`src/rtl/fetch_pkg.sv`:
```
// Shared types and constants for the instruction fetch stage.
// Holds the FSM state encoding, the HALT opcode and the opcode field position.
// Imported by the fetch top level and its hold buffer.
package fetch_pkg;

  typedef enum logic [2:0] {
    REQ,
    WAIT,
    HOLD,
    DRAIN,
    HALTED
  } fetch_state_t;

  localparam logic [4:0] HALT_OPCODE = 5'b00000;
  localparam int         PC_INC      = 2;
  localparam int         OPC_MSB     = 15;
  localparam int         OPC_LSB     = 11;

endpackage

```
`src/rtl/fetch_hold_buf.sv`:
```
// Single-entry holding register for the fetched instruction, its pc and pc+2.
// Latency: loaded value visible on the cycle after load.
// Backpressure: contents are held until the next load or clear.
module fetch_hold_buf
  import fetch_pkg::*;
#(
  parameter int PC_W    = 16,
  parameter int INSTR_W = 16
) (
  input  logic               clk,
  input  logic               rst_n,
  input  logic               load,
  input  logic               clear,
  input  logic [INSTR_W-1:0] load_instr,
  input  logic [PC_W-1:0]    load_pc,
  input  logic [PC_W-1:0]    load_pc_plus2,
  output logic [INSTR_W-1:0] instr,
  output logic [PC_W-1:0]    pc,
  output logic [PC_W-1:0]    pc_plus2
);

  // Capture a returned word with its address; clear drops a squashed entry.
  always_ff @(posedge clk) begin
    if (!rst_n || clear) begin
      instr    <= '0;
      pc       <= '0;
      pc_plus2 <= '0;
    end else if (load) begin
      instr    <= load_instr;
      pc       <= load_pc;
      pc_plus2 <= load_pc_plus2;
    end
  end

endmodule

```
`src/rtl/fetch_unit.sv`:
```
// Instruction fetch: owns the PC, one outstanding imem request, hands words to decode.
// Latency: memory response to dec_valid is one cycle; best case one instruction per 3 cycles.
// Backpressure: a held instruction waits for dec_ready; no new request is issued meanwhile.
module fetch_unit
  import fetch_pkg::*;
#(
  parameter int              PC_W     = 16,
  parameter int              INSTR_W  = 16,
  parameter logic [PC_W-1:0] RESET_PC = 16'h0000
) (
  input  logic               clk,
  input  logic               rst_n,
  output logic               imem_req_valid,
  input  logic               imem_req_ready,
  output logic [PC_W-1:0]    imem_req_addr,
  input  logic               imem_rsp_valid,
  input  logic [INSTR_W-1:0] imem_rsp_data,
  output logic               dec_valid,
  input  logic               dec_ready,
  output logic [INSTR_W-1:0] dec_instr,
  output logic [PC_W-1:0]    dec_pc,
  output logic [PC_W-1:0]    dec_pc_plus2,
  input  logic               redirect_valid,
  input  logic [PC_W-1:0]    redirect_pc,
  output logic               halted
);

  fetch_state_t    state;
  fetch_state_t    nxt;
  logic [PC_W-1:0] pc;
  logic [PC_W-1:0] pc_nxt;
  logic [PC_W-1:0] pc_plus2;
  logic [PC_W-1:0] redirect_target;
  logic            req_accept;
  logic            handoff;
  logic            is_halt;
  logic            buf_load;
  logic            buf_clear;

  assign pc_plus2        = pc + PC_W'(PC_INC);
  assign redirect_target = redirect_pc & ~PC_W'(1);
  assign req_accept      = imem_req_valid && imem_req_ready;
  assign handoff         = dec_valid && dec_ready && !redirect_valid;
  assign is_halt         = (dec_instr[OPC_MSB:OPC_LSB] == HALT_OPCODE);
  assign imem_req_addr   = pc;

  // Next-state, next-pc and hold-buffer control; redirect outranks capture and handoff.
  always_comb begin
    nxt       = state;
    pc_nxt    = pc;
    buf_load  = 1'b0;
    buf_clear = 1'b0;
    case (state)
      REQ: begin
        if (redirect_valid) begin
          pc_nxt = redirect_target;
          // An accepted request still owes us a response that must be thrown away.
          nxt    = req_accept ? DRAIN : REQ;
        end else if (req_accept) begin
          nxt = WAIT;
        end
      end
      WAIT: begin
        if (redirect_valid) begin
          pc_nxt = redirect_target;
          nxt    = imem_rsp_valid ? REQ : DRAIN;
        end else if (imem_rsp_valid) begin
          buf_load = 1'b1;
          pc_nxt   = pc_plus2;
          nxt      = HOLD;
        end
      end
      HOLD: begin
        if (redirect_valid) begin
          pc_nxt    = redirect_target;
          buf_clear = 1'b1;
          nxt       = REQ;
        end else if (handoff) begin
          nxt = is_halt ? HALTED : REQ;
        end
      end
      DRAIN: begin
        if (redirect_valid) begin
          pc_nxt = redirect_target;
        end
        // The stale response leaves the pipe; a redirect landing with it just updates pc.
        if (imem_rsp_valid) begin
          nxt = REQ;
        end
      end
      HALTED:  nxt = HALTED;
      default: nxt = REQ;
    endcase
  end

  // State, pc and registered outputs derived from the next state.
  always_ff @(posedge clk) begin
    if (!rst_n) begin
      state          <= REQ;
      pc             <= RESET_PC;
      imem_req_valid <= 1'b0;
      dec_valid      <= 1'b0;
      halted         <= 1'b0;
    end else begin
      state          <= nxt;
      pc             <= pc_nxt;
      imem_req_valid <= (nxt == REQ);
      dec_valid      <= (nxt == HOLD);
      halted         <= (nxt == HALTED);
    end
  end

  fetch_hold_buf #(
    .PC_W    (PC_W),
    .INSTR_W (INSTR_W)
  ) u_hold_buf (
    .clk           (clk),
    .rst_n         (rst_n),
    .load          (buf_load),
    .clear         (buf_clear),
    .load_instr    (imem_rsp_data),
    .load_pc       (pc),
    .load_pc_plus2 (pc_plus2),
    .instr         (dec_instr),
    .pc            (dec_pc),
    .pc_plus2      (dec_pc_plus2)
  );

endmodule
```
`config.mk`:
```
export PLATFORM = sky130hd
export DESIGN_NAME = fetch_unit
export DESIGN_NICKNAME = d
export VERILOG_FILES = /design/src/rtl/fetch_pkg.sv /design/src/rtl/fetch_hold_buf.sv /design/src/rtl/fetch_unit.sv
export SDC_FILE = /design/constraint.sdc
export NUM_CORES = 1
export LEC_CHECK = 0
export ABC_AREA = 1
export CAP_MARGIN = 0
export CORE_MARGIN = 2
export CORE_UTILIZATION = 46
export DETAILED_ROUTE_END_ITERATION = 6
export PLACE_DENSITY = 0.81
export SETUP_SLACK_MARGIN = 0.5
export SYNTH_ARGS = -nofsm -noshare
export SYNTH_HDL_FRONTEND = slang
export SYNTH_HIERARCHICAL = 1
export SYNTH_SLANG_ARGS = --single-unit
```
`constraint.sdc`:
```
create_clock -name clk -period 2.1 [get_ports clk]
set_clock_uncertainty 0.1 [all_clocks]
set_input_delay 0.21 -clock clk [delete_from_list [all_inputs] [get_ports clk]]
set_output_delay 0.21 -clock clk [all_outputs]
set_load 0.02 [all_outputs]
```
==> metrics.yaml <==
run_status:
  run_status: "finished, final reports clean"
drt:
  drt-initial-drc-count: 221
  wl_per_cell_um: 15.6
  num_vias: 3377
  route.detailed.drc: 0
  postRouteAntennaNets: 0
  dr.pass1.iters: 5
  via_per_inst: 5.35
  drt_wl_total_um: 9830
logic_synthesis:
  synth_top_family_by_area: "simple AND/OR/NAND/NOR gates"
  synth-seq-area-share: 0.445
  ys_async_sr_fraction: 0
  synth.most_common_cell: "nand2_1"
  synth.avg_cell_area_sq_um: 7.10
  synth_top_cell_area_share: 0.445
  synth_cells: 437
  yosys_warnings: 6
  ys_types: 30
  synth_flop_cell: "dfxtp_1"
  synthTopCellsByCount: "nand2_1, dfxtp_1, a21oi_1"
  syn-cell-area_sq_mm: 0.00310
  synth_compound_area_frac: 0.138
  synth-edff-count: 0
  synthSimpleGateAreaFrac: 0.305
  synthXorXnorAreaFrac: 0.0246
  synth_mux_area_frac: 0
  synth-adder-area-share: 0.00403
  ys_seq_elements: 69
  synth_area_leaders: "dfxtp_1, nand2_1, a21oi_1"
  yosys.area.top_type: "dfxtp_1"
clock_network:
  cts_max_path_buffers: 2
  hold_buffers: 0
  clkTransAtPathRegs_ns: 0.08
  cts_buffers: 9
  cts_root_buf: "clkbuf_8"
  cts_tree: "done"
  cts_sinks: 69
  htreeDepth: 3
  insertion_delay_ns: 0.35
global_route:
  gr-total-overflow: 0
  grt_start_max_net_pins: 49
  grt_first_pass_wirelength_um: 13900
  antenna_found_initial: 0
  grt_pass1_vias: 3005
  grt_usage: 0.235
placed_design:
  post-place-ws_ns: 0.0768
  place.port_buffers: 102
  hpwl_um: 5790
  place_congestion: 0.829
critical_path:
  worstSetupPathType: "reg2reg"
  crit_path_end_kind: "register"
  cp.required_ns: 2.28
  path_max_fanout: 6
  critPathLaunchType: "register"
  critPathArrivalTime_ns: 1.80
cells_and_area:
  fillers: 517
  area_growth_pct: 49.5
  antenna_cells: 0
  fin_nets: 588
  drive_above_1_share: 0.171
  utilization: 0.723
floorplanning:
  die-width_um: 86.2
  die-area_sq_mm: 0.00742
  row_count: 29
  core_sq_mm: 0.00642
  pin_count: 105
  die_h_um: 86.2
  initial_core_util: 0.483
timing:
  setup_viol: 0
  hold_violations: 0
  grt_setup_unrepaired: "yes"
  tns_ns: 0
  fin_crit_sh: 0.773
  fmax_mhz: 616
  drv_slew: 0
  setup_ws_ns: 0.477
  min_period_ns: 1.62
pwr:
  vdd_drop_max_mv: 0.474
  power_density_mw_per_mm2: 640
  power.leakage_nw: 2.17
run:
  drv_cap: 0
min_path:
  hold_path.class: "in2reg"
layer usage:
| metal | share of wire | routed length [um] | vias to the layer above | track usage |
|---|---|---|---|---|
| li1 | - | - | 1622 | - |
| met1 | 0.40 | 3930 | 1592 | 0.279 |
| met2 | 0.49 | 4840 | 142 | 0.402 |
| met3 | 0.086 | 843 | 21 | 0.0741 |
| met4 | 0.023 | 229 | 0 | 0.0794 |
| met5 | 0 | 0 | - | 0 |
repair_timing:
action                     4_1_cts  5_1_grt
cloned                           0        7
buffers inserted                 0        7
pin swaps                        0       18
setup endpoints to repair      115       61
hold endpoints to repair         0        0
gates resized for setup         64       56
power breakdown:
part / switching (W) / internal, W
clock: 0.000528 / 0.000576
combinational: 0.000250 / 0.000200
sequential: 0.0000640 / 0.00135
sequential cells by signal, indices dropped and copies added, names as in the netlist:
name / flops
imem_req_addr: 15
u_hold_buf/pc_plus2: 16
u_hold_buf/pc: 16
u_hold_buf/instr: 16
imem_req_valid: 1
halted: 1
dec_valid: 1
state: 3
per-stage QoR:
step	total power [W]	hold slack [ns]	cell area [sq um]	instances
5_1_grt	0.00307	0.311	4640	631
2_1_floorplan	0.00166	0.248	3110	439
6_report	0.00297	0.308	4640	631
4_1_cts	0.00291	0.307	4290	617
3_5_place_dp	0.00186	0.355	4150	601
3_3_place_gp	0.00185	0.347	4150	601
layout make-up:
type	count	area [sq um]	share of cell area
tap	77	96.3	0.0208
clock inverter	6	62.6	0.0135
timing repair buffer	121	1230	0.266
inverter	28	118	0.0253
sequential	69	1410	0.303
clock buffer	10	138	0.0297
multi-input combinational	320	1590	0.342
logic make-up (layout without fill, tap and decap cells):
family / after synthesis / after routing
DFF: 69 / 69
buffers and inverters: 50 / 165
other: 1 / 3
adders and majority gates: 1 / 1
xor gates and xnor gates: 7 / 7
AOI/OAI and AO/OA: 84 / 84
and+or+nand+nor: 225 / 225
critical path, stage by stage, from the launching register on:
cell,delay [ns]
dfxtp_4,0.37
inv_4,0.07
nand3_4,0.08
inv_4,0.07
nand2_4,0.06
nor2_4,0.25
buf_12,0.18
clkbuf_16,0.16
nand2_1,0.07
a21oi_2,0.13
placed cells by master (no fill, tap or decap), types with 2 or more instances in the layout:
master	netlist	layout
nand3_4	0	2
clkdlybuf4s50_1	0	36
a21oi_1	64	52
dfxtp_2	0	7
conb_1	1	3
o21ai_0	16	16
dfxtp_1	69	58
inv_4	0	2
clkinv_2	0	2
nand3_1	11	11
dlygate4sd2_1	0	61
xnor2_1	3	3
buf_12	0	4
nand2_4	1	4
clkbuf_16	0	4
nand4_1	9	9
inv_2	3	4
clkbuf_8	0	10
nor2_1	28	27
a21oi_2	0	12
nand2_1	155	144
inv_1	25	21
o21bai_1	2	2
xnor2_2	2	2
dfxtp_4	0	4
nor2_2	5	5
and2_1	3	3
clkinvlp_4	0	3
nor3_1	3	3
buf_4	8	9
or2_2	3	3
nand2_2	4	12
xor2_1	2	2
dlymetal6s2s_1	0	5
buf_8	0	2
worst paths after layout:
kind	start	end	slack [ns]	depth (start not counted)
setup / recovery	state[1]$_SDFF_PN0_	u_hold_buf/pc_plus2[1]$_SDFFE_PP0P_	0.48	9
hold / removal	imem_rsp_data[0]	u_hold_buf/instr[0]$_SDFFE_PP0P_	0.31	3
setup reg to reg	state[1]$_SDFF_PN0_	u_hold_buf/pc_plus2[1]$_SDFFE_PP0P_	0.48	9
hold reg to reg	u_hold_buf/instr[5]$_SDFFE_PP0P_	u_hold_buf/instr[5]$_SDFFE_PP0P_	0.36	2
Note: power is estimated with default switching activity, not from simulation.
